===== config.mk =====
export PLATFORM = sky130hd
export DESIGN_NAME = alsu_request_arbiter
export DESIGN_NICKNAME = d
export VERILOG_FILES = /design/src/rtl/alsu_ctrl_pkg.sv /design/src/rtl/rr_arbiter_2.sv /design/src/rtl/alsu_request_arbiter.sv
export SDC_FILE = /design/constraint.sdc
export NUM_CORES = 1
export LEC_CHECK = 0
export CAP_MARGIN = 20
export CORE_MARGIN = 2
export CORE_UTILIZATION = 38
export CTS_CLUSTER_DIAMETER = 50
export DETAILED_ROUTE_END_ITERATION = 8
export GPL_ROUTABILITY_DRIVEN = 0
export PLACE_DENSITY_LB_ADDON = 0.25
export SLEW_MARGIN = 20
export SYNTH_ARGS = -nofsm -noshare
export SYNTH_HDL_FRONTEND = slang
export SYNTH_SLANG_ARGS = --single-unit

===== constraint.sdc =====
create_clock -name Clk -period 1.7 [get_ports Clk]
set_input_delay 0.34 -clock Clk [delete_from_list [all_inputs] [get_ports Clk]]
set_output_delay 0.34 -clock Clk [all_outputs]
set_load 0.005 [all_outputs]

===== src/rtl/alsu_ctrl_pkg.sv =====
// Shared types and width constants for the ALSU request front-end.
// Latency: n/a (declarations only).
// Backpressure: n/a.
package alsu_ctrl_pkg;

    localparam int DATA_W  = 4;
    localparam int SEL_W   = 6;
    localparam int NUM_REQ = 2;

    // Width of the hold-cycle counter; EXEC_CYCLES is limited to 1..15.
    localparam int CNT_W = 4;

    typedef enum logic [1:0] {
        IDLE = 2'd0,
        EXEC = 2'd1,
        RESP = 2'd2
    } state_t;

    // One requester's operation as presented to the ALSU.
    typedef struct packed {
        logic [SEL_W-1:0]  sel;
        logic [DATA_W-1:0] b;
        logic [DATA_W-1:0] a;
    } op_t;

endpackage


===== src/rtl/rr_arbiter_2.sv =====
// Two-way priority picker; one-hot grant from valids and the current priority bit.
// Latency: purely combinational, zero cycles.
// Backpressure: grant forced to zero while En is low (parent is busy).
//
// Ports:
//   Req_Valid  in  2  pending requests
//   Prio       in  1  index of the requester that wins a tie
//   En         in  1  arbitration allowed this cycle
//   Grant      out 2  one-hot winner, or zero
module rr_arbiter_2 (
    input  logic [1:0] Req_Valid,
    input  logic       Prio,
    input  logic       En,
    output logic [1:0] Grant
);

    always_comb begin
        Grant = 2'b00;
        if (En) begin
            case (Req_Valid)
                2'b01:   Grant = 2'b01;
                2'b10:   Grant = 2'b10;
                2'b11:   Grant = Prio ? 2'b10 : 2'b01;
                default: Grant = 2'b00;
            endcase
        end
    end

endmodule


===== src/rtl/alsu_request_arbiter.sv =====
// Shares one combinational ALSU between two requesters with round-robin arbitration.
// Latency: accept in cycle N -> Rsp_Valid from cycle N+1+EXEC_CYCLES.
// Backpressure: Req_Ready only in IDLE; Rsp_Valid held until Rsp_Ready of the winner.
//
// Ports:
//   Clk, Rst                      clock, synchronous active-high reset
//   Req_Valid/Ready/A/B/Sel       request handshake, requester i in lane i
//   Rsp_Valid/Ready               response handshake, only the winner's bit is used
//   Rsp_Out/Carry/Neg             registered ALSU result and flags
//   Rsp_Zero                      registered zero flag (only with ALSU_ZERO_FLAG_EN)
//   Busy                          high outside IDLE
//   ALSU_A/B/Sel, ALSU_Out/...    connection to the shared combinational ALSU
// Optional feature macro: ALSU_ZERO_FLAG_EN adds the Rsp_Zero output.
module alsu_request_arbiter
    import alsu_ctrl_pkg::*;
#(
    parameter int EXEC_CYCLES = 1,
    parameter int RR_INIT     = 0
) (
    input  logic                       Clk,
    input  logic                       Rst,
    input  logic [NUM_REQ-1:0]         Req_Valid,
    output logic [NUM_REQ-1:0]         Req_Ready,
    input  logic [NUM_REQ*DATA_W-1:0]  Req_A,
    input  logic [NUM_REQ*DATA_W-1:0]  Req_B,
    input  logic [NUM_REQ*SEL_W-1:0]   Req_Sel,
    output logic [NUM_REQ-1:0]         Rsp_Valid,
    input  logic [NUM_REQ-1:0]         Rsp_Ready,
    output logic [DATA_W-1:0]          Rsp_Out,
    output logic                       Rsp_Carry,
    output logic                       Rsp_Neg,
`ifdef ALSU_ZERO_FLAG_EN
    output logic                       Rsp_Zero,
`endif
    output logic                       Busy,
    output logic [DATA_W-1:0]          ALSU_A,
    output logic [DATA_W-1:0]          ALSU_B,
    output logic [SEL_W-1:0]           ALSU_Sel,
    input  logic [DATA_W-1:0]          ALSU_Out,
    input  logic                       ALSU_Carry_Out,
    input  logic                       ALSU_Negative_Sign_Flag
);

    localparam logic [CNT_W-1:0] CNT_LOAD = CNT_W'(EXEC_CYCLES - 1);

    state_t            state;
    state_t            state_nxt;
    logic              prio;
    logic              gnt_q;
    logic [CNT_W-1:0]  cnt;
    logic [1:0]        grant;
    logic              accept;
    logic              capture;
    logic              rsp_done;
    op_t               req_op [NUM_REQ];
    op_t               win_op;

    // Unpack the flat request buses into per-requester operations.
    always_comb begin
        for (int i = 0; i < NUM_REQ; i++) begin
            req_op[i].a   = Req_A[i*DATA_W +: DATA_W];
            req_op[i].b   = Req_B[i*DATA_W +: DATA_W];
            req_op[i].sel = Req_Sel[i*SEL_W +: SEL_W];
        end
    end

    rr_arbiter_2 u_rr_arbiter_2 (
        .Req_Valid (Req_Valid),
        .Prio      (prio),
        .En        (state == IDLE),
        .Grant     (grant)
    );

    assign win_op = req_op[grant[1]];

    // FSM state register.
    always_ff @(posedge Clk) begin
        if (Rst) begin
            state <= IDLE;
        end else begin
            state <= state_nxt;
        end
    end

    // FSM next-state and handshake outputs.
    always_comb begin
        state_nxt = state;
        Req_Ready = grant;
        Rsp_Valid = '0;
        Busy      = (state != IDLE);
        accept    = 1'b0;
        capture   = 1'b0;
        rsp_done  = 1'b0;
        case (state)
            IDLE: begin
                if (grant != 2'b00) begin
                    accept    = 1'b1;
                    state_nxt = EXEC;
                end
            end
            EXEC: begin
                if (cnt == '0) begin
                    capture   = 1'b1;
                    state_nxt = RESP;
                end
            end
            RESP: begin
                Rsp_Valid[gnt_q] = 1'b1;
                // Only the winner's ready completes the response.
                if (Rsp_Ready[gnt_q]) begin
                    rsp_done  = 1'b1;
                    state_nxt = IDLE;
                end
            end
            default: state_nxt = IDLE;
        endcase
    end

    // Operand, counter, result and priority registers.
    always_ff @(posedge Clk) begin
        if (Rst) begin
            prio      <= 1'(RR_INIT);
            gnt_q     <= 1'b0;
            cnt       <= '0;
            ALSU_A    <= '0;
            ALSU_B    <= '0;
            ALSU_Sel  <= '0;
            Rsp_Out   <= '0;
            Rsp_Carry <= 1'b0;
            Rsp_Neg   <= 1'b0;
`ifdef ALSU_ZERO_FLAG_EN
            Rsp_Zero  <= 1'b0;
`endif
        end else begin
            if (accept) begin
                gnt_q    <= grant[1];
                ALSU_A   <= win_op.a;
                ALSU_B   <= win_op.b;
                ALSU_Sel <= win_op.sel;
                cnt      <= CNT_LOAD;
            end else if (state == EXEC && cnt != '0) begin
                cnt <= cnt - 1'b1;
            end

            if (capture) begin
                Rsp_Out   <= ALSU_Out;
                Rsp_Carry <= ALSU_Carry_Out;
                Rsp_Neg   <= ALSU_Negative_Sign_Flag;
`ifdef ALSU_ZERO_FLAG_EN
                Rsp_Zero  <= (ALSU_Out == '0);
`endif
            end

            // Priority rotates on response completion only, never on a grant.
            if (rsp_done) begin
                prio <= ~gnt_q;
            end
        end
    end

endmodule


==> flow_summary.ini, run 1 <==
[outcome]
status = completed

[worst_setup_path]
rr_worst_depth = 6
r2r-start = cnt[0]$_SDFFE_PP0P_
arrival_ns = 1.27
crit_chain = nor2_4, nand2_1, a21oi_1, clkdlybuf4s15_1
crit_buf_inv = 1
slowest_delay_ns = 0.39
end_kind = output port
cp-startpoint = state[0]$_SDFFE_PP0P_
rr_endpoint = Rsp_Out[0]$_SDFFE_PP0P_
r2r_slack_ns = 0.14
slowest_stage = dfxtp_4
crit_family = flip-flops
worstPathRequired_ns = 1.36
critical_path.max_fanout = 3
crit_type = reg -> out
startpoint_type = flop

[layout]
final_common_cell = clkdlybuf4s50_1
multiInputGateArea_um2 = 609
fill_cells = 258
final_core_util_pct = 66.5
final_cell_mix = clkdlybuf4s50_1 (57), dfxtp_1 (26), mux2i_1 (21)
ff_latch_area_um2 = 568
nets = 231
synthToLayoutAreaGrowth_pct = 66.7
drive_above_1_share_pct = 11.1
num_antenna_cells = 0

[job]
maxCapViolCount = 0

[synthesis]
syn-cell-area_mm2 = 0.00121
netlist_instances = 118
synth_area_leader_cell = dfxtp_1
synth_seq_cells = 28
synth_top_area_share_pct = 46.4
synth_fp_nets = 159
ys_warn_count = 0
synth_cell_types = 28
synth_area_leaders = dfxtp_1 (46%), mux2i_1 (17%), o2bb2ai_1 (10%), nor2_1 (4.0%), a21oi_1 (2.1%)
syn-mean-instance-area_um2 = 10.2
ys_seq_area_share_pct = 46.4

[route]
route.detailed.drc = 0
via_count = 1116
wl_per_cell_um = 13.0
drt_pass1_iterations = 3
routed_via_density = 4.79
drtAntennaViolNets = 0
finalWirelength_um = 3030
drtIter0Drc = 37

[sta]
worst_slew_pin_slew_ns = 0.218
max_slew_margin_pct = 85.0
rsz0062_at_grt = false
max_freq_mhz = 623
setup_violations = 0
layout_min_cycle_time_ns = 1.61
hold_viol_final = 0
fin_skew_ns = 0.00720
slew_viol_final = 0
finalCritPeriodShare_pct = 94.5
whs_ns = 0.479

[cts]
clk_pin_slew_ns = 0.15
ctsLongestPathBuffers = 2
cts_root_buf = clkbuf_4
cts_inserted_buffers = 3
clock_latency_ns = 0.32
holdBufCountCts = 0
htree_levels = 1
cts_tree = built
clock_sinks = 28

[die]
coreArea_mm2 = 0.00303
start_util_pct = 39.9
fp.dieW_um = 60.4
fp.dieH_um = 60.4
io_pins = 65
die-area_mm2 = 0.00365
rows = 20

[global_route]
grt_first_pass_wirelength_um = 4940
antenna_found_initial = 0
gr-total-overflow = 0
grt_pass1_vias = 1134
grt_max_degree = 17
grt_util_all_layers_pct = 18.3

[worst_hold_path]
hp-start = ALSU_B[3]$_SDFFE_PP0P_
holdPathStages = 1
min_to = ALSU_B[3]$_SDFFE_PP0P_
hp-class = reg -> reg

[power]
p_sw_mw = 0.408
pwr-share-comb_pct = 27.8
internal_power_mw = 1.25
pwr-share-clk_pct = 26.2
switching_share_pct = 24.6
leakagePower_nw = 0.858
cellPowerDensity_mw_per_mm2 = 824
max-vdd-ir-drop_uv = 373
p_seq_share_pct = 46.0

[place]
io_buffer_count = 64
dp_hpwl_um = 2380
## registers in the layout, summed over array words and instances, names as in the netlist
register   count
gnt_q          1
state          2
Rsp_Carry      1
ALSU_B         4
Rsp_Out        4
Rsp_Neg        1
ALSU_A         4
cnt            4
ALSU_Sel       6
prio           1
## how the worst max path moves through the flow
stage,depth (start not counted),slack [ns],end
finish,4,0.09,Req_Ready[0]
global route,4,0.003,Req_Ready[0]
CTS,4,0.06,Req_Ready[0]
detailed placement,4,-0.21,Req_Ready[0]
global placement,4,-0.18,Req_Ready[0]
floorplan,8,0.15,Rsp_Carry$_SDFFE_PP0P_
## power by group through the flow
stage / Combinational (mW) / Clock (mW) / Sequential (mW)
floorplan: 0.187 / 0 / 0.772
global placement: 0.453 / 0 / 0.770
detailed placement: 0.461 / 0 / 0.772
CTS: 0.459 / 0.450 / 0.764
global route: 0.501 / 0.481 / 0.772
finish: 0.462 / 0.436 / 0.764
## kinds of logic after synthesis
logic type                 count (synthesis)  synth area share, %
xor gates and xnor gates                   3                 2.17
DFF                                       28                 46.4
adders and majority gates                  1                 1.04
and+or+nand+nor                           30                 12.4
muxes                                     21                 17.4
buffers and inverters                     10                 4.45
AOI/OAI and AO/OA                         25                 16.1
## metal layers
layer  vias up  wire length [um]  GRT usage [%]
li1        567                 -              -
met1       518              1160           19.9
met2        29              1650           32.6
met3         2               206           5.12
met4         0                15           8.57
met5         -                 0              0
## layout make-up
cell class / instances / area share (%)
multi-input combinational: 80 / 30.2
inverter: 4 / 0.745
timing repair buffer: 73 / 35.5
sequential: 28 / 28.2
tap: 44 / 2.73
clock inverter: 1 / 1.49
clock buffer: 3 / 1.12
## cells in the mapped netlist
master and instances:
nand3_1 2, or2_2 1, and2_1 1, clkbuf_1 3, ha_1 1, nand2b_4 1, dfxtp_1 28, or3b_1 1
buf_6 2, nor2_1 13, xor2_1 2, and2b_1 1, o21a_1 1, buf_2 1, a311oi_1 1, nand2b_1 2
nor2b_1 2, nand2_1 5, o21ai_0 1, a21oi_1 5, o2bb2ai_1 14, o21ai_2 1, nor3_1 1, mux2i_1 21
a2bb2oi_1 1, inv_1 4, a221oi_1 1, xnor2_1 1
## metrics by stage
stage | area, um^2 | setup slack [ns] | instances | setup TNS [ns] | total power, mW
after floorplan | 1210 | 0.153 | 118 | 0 | 0.959
after global placement | 1940 | -0.180 | 228 | -0.361 | 1.22
after detailed placement | 1940 | -0.206 | 228 | -1.15 | 1.23
after CTS | 2000 | 0.0644 | 232 | 0 | 1.67
after global routing | 2010 | 0.00297 | 233 | 0 | 1.75
final | 2010 | 0.0937 | 233 | 0 | 1.66
## worst register-to-register path: stages (launching register included)
cell	delay, ns
dfxtp_1	0.34
inv_1	0.09
ha_1	0.16
or3b_1	0.44
nand2b_4	0.23
mux2i_1	0.18
nor2_1	0.05
## repair_timing
| action | CTS | global route |
|---|---|---|
| gates resized for setup | 14 | 4 |
| cloned | 0 | 0 |
| setup buffers | 0 | 1 |
| pin swaps | 0 | 1 |
| setup endpoints to repair | 5 | 2 |
Note: power is estimated with default switching activity, not from simulation.
==> run 2: changes to the inputs <==
- CELL_PAD_IN_SITES_DETAIL_PLACEMENT: not set -> 1
- CELL_PAD_IN_SITES_GLOBAL_PLACEMENT: not set -> 2
- CORE_UTILIZATION: 38 -> 22
==> flow_summary.ini, run 2 (same netlist as run 1, synthesis figures left out) <==
[worst_setup_path]
arrival_ns = 1.25
slowest_stage = dfxtp_2
crit_buf_inv = 2
startpoint_type = flop
crit_chain = nor2b_4, buf_4, nor2b_1, dlygate4sd2_1
worstPathRequired_ns = 1.36
critical_path.max_fanout = 3
crit_type = reg -> out
crit_family = buffers and inverters
slowest_delay_ns = 0.35
end_kind = output port

[die]
io_pins = 65
start_util_pct = 23.2
coreArea_mm2 = 0.00520
rows = 26
fp.dieW_um = 78.1
fp.dieH_um = 78.1
die-area_mm2 = 0.00610

[power]
max-vdd-ir-drop_uv = 352
leakagePower_nw = 0.863
cellPowerDensity_mw_per_mm2 = 807

[layout]
largest_reg_flops = 6
num_antenna_cells = 0
drive_above_1_share_pct = 12.6
design_area_mm2 = 0.00204
nets = 233
fill_cells = 604
top_register = ALSU_Sel
final_cell_mix = clkdlybuf4s50_1 (57), dfxtp_1 (26), mux2i_1 (21)
final_common_cell = clkdlybuf4s50_1
final_cells = 261
synthToLayoutAreaGrowth_pct = 69.0

[sta]
fin_skew_ns = 0.00170
finalCritPeriodShare_pct = 93.3
whs_ns = 0.472
layout_min_cycle_time_ns = 1.59
rsz0062_at_grt = false
hold_viol_final = 0
max_slew_margin_pct = 84.1
worst_slack_ns = 0.114
slew_viol_final = 0
worst_slew_pin_slew_ns = 0.236
setup_violations = 0
finalSetupTns_ns = 0
max_freq_mhz = 631

[cts]
cts_root_buf = clkbuf_8
clock_sinks = 28
clk_pin_slew_ns = 0.10
htree_levels = 1
ctsLongestPathBuffers = 2
cts_inserted_buffers = 3
clock_latency_ns = 0.27
cts_tree = built

[global_route]
grt_first_pass_wirelength_um = 6020
grt_pass1_vias = 1244
antenna_found_initial = 0
grt_util_all_layers_pct = 12.3
grt_max_degree = 16
gr-total-overflow = 0

[route]
wl_per_cell_um = 13.7
finalWirelength_um = 3570
drtAntennaViolNets = 0
via_count = 1117
routed_via_density = 4.28
drt_pass1_iterations = 4
drtIter0Drc = 21
route.detailed.drc = 0

[place]
io_buffer_count = 64
dp_hpwl_um = 2830
dpl_cell_area_mm2 = 0.00197
place_inst = 255
dp_slack_ns = -0.261

[job]
maxCapViolCount = 0

[outcome]
status = completed

[worst_hold_path]
hp-class = reg -> reg
## run 2: cell count changes in the layout (fill, tap and decap cells not counted), sizes merged
cell,previous run,this run
bufinv,1,0
clkbuf,3,5
buf,9,11
dlygate4sd2,5,6
clkdlybuf4s15,2,0
## run 2: layout make-up
cell class                      count  area [um^2]  area share [%]
Sequential cell                    28          563            27.6
Inverter                            4         15.0           0.735
Clock buffer                        4         55.1            2.69
Multi-Input combinational cell     80          612            29.9
Timing Repair Buffer               75          711            34.8
Tap cell                           70         87.6            4.29
## run 2: path summary, 6_finish.rpt
check / start / end / slack, ns / cells past startpoint
worst max-delay path: state[1]$_SDFFE_PP0P_ / Rsp_Valid[0] / 0.11 / 4
worst min-delay path: ALSU_A[2]$_SDFFE_PP0P_ / ALSU_A[2]$_SDFFE_PP0P_ / 0.47 / 1
worst max register to register: cnt[0]$_SDFFE_PP0P_ / Rsp_Out[1]$_SDFFE_PP0P_ / 0.13 / 6
worst min register to register: ALSU_A[2]$_SDFFE_PP0P_ / ALSU_A[2]$_SDFFE_PP0P_ / 0.47 / 1
## run 2: power by group
group	internal (mW)	switching, mW
Combinational	0.292	0.177
Clock	0.207	0.209
Sequential	0.721	0.0424
Total	1.22	0.429
## run 2: layer usage
metal	part of all wire, %	track usage [%]
met1	40	14.2
met2	52	21.8
met3	7.3	4.37
met4	0.64	3.16
met5	0	0
## run 2: per-stage QoR
stage          total power [mW]  utilization, %
6_report                   1.65            39.3
5_1_grt                    1.77            39.3
4_1_cts                    1.68            39.3
3_5_place_dp               1.25            37.8
3_3_place_gp               1.23            37.8
2_1_floorplan             0.959               -
## run 2: repair_timing
action                                  4_1_cts  5_1_grt
endpoints found under the setup margin        5        6
resized for setup                            13        3
buffers inserted                              2        0
hold buffers                                  0        0
==> run 3: changes to the inputs <==
- CORE_MARGIN: 2 -> 4
- MAX_ROUTING_LAYER: not set -> met4
==> flow_summary.ini, run 3 (same netlist as run 1, synthesis figures left out) <==
[global_route]
gr-total-overflow = 0
grt_pass1_vias = 1272
grt_util_all_layers_pct = 12.1
antenna_found_initial = 0
grt_max_degree = 16
grt_first_pass_wirelength_um = 6060

[sta]
worst_slew_pin_slew_ns = 0.272
fin_skew_ns = 0.00334
rsz0062_at_grt = false
max_slew_margin_pct = 81.7
whs_ns = 0.474
hold_viol_final = 0
finalCritPeriodShare_pct = 94.6
layout_min_cycle_time_ns = 1.61
setup_violations = 0
max_freq_mhz = 621
slew_viol_final = 0

[power]
max-vdd-ir-drop_uv = 377
cellPowerDensity_mw_per_mm2 = 809
internal_power_mw = 1.23
p_total_mw = 1.66
switching_share_pct = 26.0
p_seq_share_pct = 45.9
pwr-share-clk_pct = 25.0
p_sw_mw = 0.433
pwr-share-comb_pct = 29.1
leakagePower_nw = 0.865

[die]
die-area_mm2 = 0.00674
fp.dieW_um = 82.1
start_util_pct = 23.2
fp.dieH_um = 82.1
coreArea_mm2 = 0.00520
rows = 26
io_pins = 65

[layout]
synthToLayoutAreaGrowth_pct = 70.2
nets = 233
multiInputGateArea_um2 = 616
final_cell_mix = clkdlybuf4s50_1 (58), dfxtp_1 (26), mux2i_1 (21)
ff_latch_area_um2 = 563
design_area_mm2 = 0.00206
final_common_cell = clkdlybuf4s50_1
largest_reg_flops = 6
top_register = ALSU_Sel
fill_cells = 604
final_cells = 261
num_antenna_cells = 0
drive_above_1_share_pct = 14.1

[place]
dp_hpwl_um = 3000
dpl_cell_area_mm2 = 0.00198
io_buffer_count = 64
place_inst = 255

[cts]
cts_inserted_buffers = 3
clk_pin_slew_ns = 0.10
clock_latency_ns = 0.27
holdBufCountCts = 0
ctsLongestPathBuffers = 2
cts_tree = built
htree_levels = 1
cts_root_buf = clkbuf_8
clock_sinks = 28

[worst_setup_path]
r2r_slack_ns = 0.15
slowest_delay_ns = 0.33
worstPathRequired_ns = 1.36
crit_type = reg -> out
end_kind = output port
crit_family = buffers and inverters
arrival_ns = 1.27
slowest_stage = dfxtp_2
cpMostUsedCell = buf_4
critical_path.max_fanout = 2
crit_chain = buf_4, nor2_4, inv_1, buf_4, dlygate4sd2_1
startpoint_type = flop
crit_buf_inv = 4

[route]
finalWirelength_um = 3720
drtIter0Drc = 29
routed_via_density = 4.31
drt_pass1_iterations = 4
route.detailed.drc = 0
drtAntennaViolNets = 0
via_count = 1125
wl_per_cell_um = 14.3

[outcome]
status = completed

[worst_hold_path]
hp-class = reg -> reg

[job]
maxCapViolCount = 0
-- run 3: changes by cell type in the layout (fill, tap and decap cells not counted), sizes merged --
| cell | delta |
|---|---|
| dlygate4sd2 | -2 |
| clkdlybuf4s50 | +1 |
| buf | +1 |
-- run 3: layout make-up --
| class | count | area share (%) |
|---|---|---|
| Timing Repair Buffer | 75 | 35.0 |
| Multi-Input combinational cell | 80 | 29.9 |
| Sequential cell | 28 | 27.4 |
| Tap cell | 70 | 4.26 |
| Clock buffer | 4 | 2.68 |
| Inverter | 4 | 0.730 |
-- run 3: power groups by stage --
| stage | Clock (mW) | Combinational (mW) | Sequential (mW) |
|---|---|---|---|
| 2_1_floorplan | 0 | 0.187 | 0.772 |
| 3_3_place_gp | 0 | 0.479 | 0.772 |
| 3_5_place_dp | 0 | 0.488 | 0.773 |
| 4_1_cts | 0.436 | 0.497 | 0.764 |
| 5_1_grt | 0.466 | 0.527 | 0.774 |
| 6_report | 0.416 | 0.485 | 0.763 |
-- run 3: per-stage QoR --
stage                     utilization, %  setup TNS (ns)  setup WS [ns]
after global placement              38.0           -1.30         -0.233
final                               39.5               0         0.0910
after floorplan                        -               0          0.153
after global routing                39.5               0         0.0164
after CTS                           39.5               0         0.0107
after detailed placement            38.0           -1.74         -0.257
-- run 3: timing repair --
item,in CTS,in global routing
setup buffers,2,0
setup endpoints to repair,5,7
resized for setup,16,4
pin swaps,1,0
cloned,0,0
-- run 3: worst reg2reg max path, stage by stage, from the launching register on --
cell      delay (ns)
dfxtp_1         0.34
inv_2           0.07
ha_1            0.17
or3b_4          0.42
nand2b_4        0.22
mux2i_1         0.19
nor2_1          0.06
-- run 3: path summary, 6_finish.rpt --
kind / start / to / cells past startpoint
hold reg to reg: ALSU_Sel[1]$_SDFFE_PP0P_ / ALSU_Sel[1]$_SDFFE_PP0P_ / 1
setup / recovery: state[1]$_SDFFE_PP0P_ / Busy / 5
hold / removal: ALSU_Sel[1]$_SDFFE_PP0P_ / ALSU_Sel[1]$_SDFFE_PP0P_ / 1
setup reg to reg: cnt[0]$_SDFFE_PP0P_ / Rsp_Out[2]$_SDFFE_PP0P_ / 6
-- run 3: layer usage --
layer / vias to the layer above / wire length [um] / global-route usage (%)
li1: 561 / - / -
met1: 524 / 1570 / 13.5
met2: 36 / 1950 / 21.2
met3: 4 / 157 / 2.93
met4: 0 / 45 / 3.49
met5: - / 0 / -
==> edit (flow settings as in run 2) <==
The 3 states of `state_t` get a one-hot encoding in 3 bits.
--- a/src/rtl/alsu_ctrl_pkg.sv
+++ b/src/rtl/alsu_ctrl_pkg.sv
@@ -10,10 +10,10 @@
     // Width of the hold-cycle counter; EXEC_CYCLES is limited to 1..15.
     localparam int CNT_W = 4;
 
-    typedef enum logic [1:0] {
-        IDLE = 2'd0,
-        EXEC = 2'd1,
-        RESP = 2'd2
+    typedef enum logic [2:0] {
+        IDLE = 3'b001,
+        EXEC = 3'b010,
+        RESP = 3'b100
     } state_t;
 
     // One requester's operation as presented to the ALSU.
Check against the original RTL: no difference found for any inputs over 10 cycles, from zero or initial values and one cycle with Rst high; not proved beyond that.
==> edit against run 2 <==
- routed wire length rose by 37%
- design area rose by 14%
- worst setup slack got worse by 0.090 ns
- die area rose by 17%
- global-route usage rose by 1.9 points
- non-clock buffer count rose by 9
- area after synthesis rose by 17%
- count of clock-buffer cells in the layout rose by 2
- first-iteration DRC count rose by 29%
- power rose by 11%
- sequential cell count rose by 1
- cell count rose by 18%
- clock skew fell by 0.00056 ns
==> edit: results (changes against run 2) <==
[timing]
skew_ns=0.00114  ; -0.000557 ns
slew_headroom=0.745  ; -0.0963
maxSlewViolCount=0  ; unchanged

[yosys]
yosysSeqAreaShare=0.409  ; -0.0550
synthDistinctLibCells=39  ; +39%
synth_edf_count=0  ; unchanged
synth_common_cells=dfxtp_1, inv_1, o32ai_1
syn_nets=190  ; +19%
ys_top_cells_by_area=dfxtp_1, o32ai_1, a221oi_2
async_reset_ff_frac=0  ; unchanged

[cts]
path_clk_slew_ns=0.06  ; -0.04 ns
cts_max_level=2  ; +1
numCtsBuffers=5  ; +2
clk_latency_ns=0.28
cts.repair.resized=20  ; +7
clock-root-buffer=clkbuf_8
post-cts-setup-buffers=2  ; unchanged

[worst_setup_path]
slowest_stage=dfxtp_2
crit_arrival_ns=1.34  ; +0.09 ns
worst-path-max-fanout=4  ; +1
cpPeakStageDelay_ns=0.33  ; -0.02 ns

[grt]
gr-usage-met2=0.254  ; +0.0359
grtUsageTotal=0.142  ; +0.0190
grt_pass1_wl_um=8050  ; +34%
antenna_found_initial=0  ; unchanged
grt_max_degree=20  ; +4
grt_pass1_vias=1615  ; +30%
grtUsageMet1=0.167  ; +0.0251
grtUsageMet3=0.0393  ; -0.00435

[power]
p_leak_nw=0.856  ; -0.85%
vdd_ir_drop_max_mv=0.306  ; -13%

[layout]
nFillCells=735  ; +22%
post_route_cells_drive_above_1_share=0.226  ; +0.100
final_nets=270  ; +16%
largest_reg_flops=6  ; unchanged

[routing]
drtIter0Drc=27  ; +29%
wl_met2_um=2470  ; +34%
dr.pass1.iters=2  ; -2
wl_met1_um=2110  ; +46%
routed_wl_um=4890  ; +37%
wl_met3_um=275  ; +5.4%
via_per_inst=4.83  ; +13%

[run_status]
status=complete, no violations

[placed_design]
dpl_cell_area_mm2=0.00223  ; +13%
hpwl_um=3700  ; +31%

[edit: cell count changes in the layout (fill, tap and decap cells not counted), moves of 8 or more]
cell,before,now
o32ai_1,0,14
inv_1,4,19
a21oi_1,5,13
nor2_1,12,4
o2bb2ai_1,14,0
mux2i_1,21,1
[edit: final cells by class]
type,instances,area (um^2),share of cell area
Multi-Input combinational cell,89,719,0.308
Timing Repair Buffer,84,778,0.333
Clock buffer,6,72.6,0.0311
Clock inverter,2,10.0,0.00428
Tap cell,77,96.3,0.0412
Sequential cell,29,584,0.250
Inverter,20,75.1,0.0321
[edit: metrics by stage]
step	total power [mW]	utilization	instances	setup slack, ns	hold slack [ns]
after floorplan	1.01	-	149	0.178	0.459
after global placement	1.30	0.353	297	-0.323	0.451
after detailed placement	1.31	0.353	297	-0.352	0.458
after CTS	1.87	0.370	307	-0.00969	0.468
after global routing	1.96	0.370	307	-0.0634	0.480
final	1.84	0.370	307	0.0237	0.461
[edit: worst paths after layout]
kind	from	to	slack (ns)	depth (start not counted)
setup / recovery	state[2]	Req_Ready[1]	0.02	5
hold reg to reg	ALSU_Sel[4]	ALSU_Sel[4]	0.46	2
setup reg to reg	state[2]	ALSU_A[3]	0.12	6
hold / removal	ALSU_Sel[4]	ALSU_Sel[4]	0.46	2
[edit: logic make-up after synthesis]
family	after synthesis	synth area share
mux	1	0.00705
flops	29	0.409
buf+inv	31	0.0960
fa+ha+maj	1	0.00881
simple gates	28	0.132
compound gates	59	0.347
[edit: critical path: cells and delay by family, from the launching register on]
kind          cells  cell delay (ns)
buf+inv           3             0.37
simple gates      2             0.37
flops             1             0.33
[edit: power breakdown]
part	switching (mW)	internal (mW)	total, mW
Sequential	0.0374	0.743	0.780
Combinational	0.217	0.298	0.514
Clock	0.260	0.283	0.543
Total	0.514	1.32	1.84
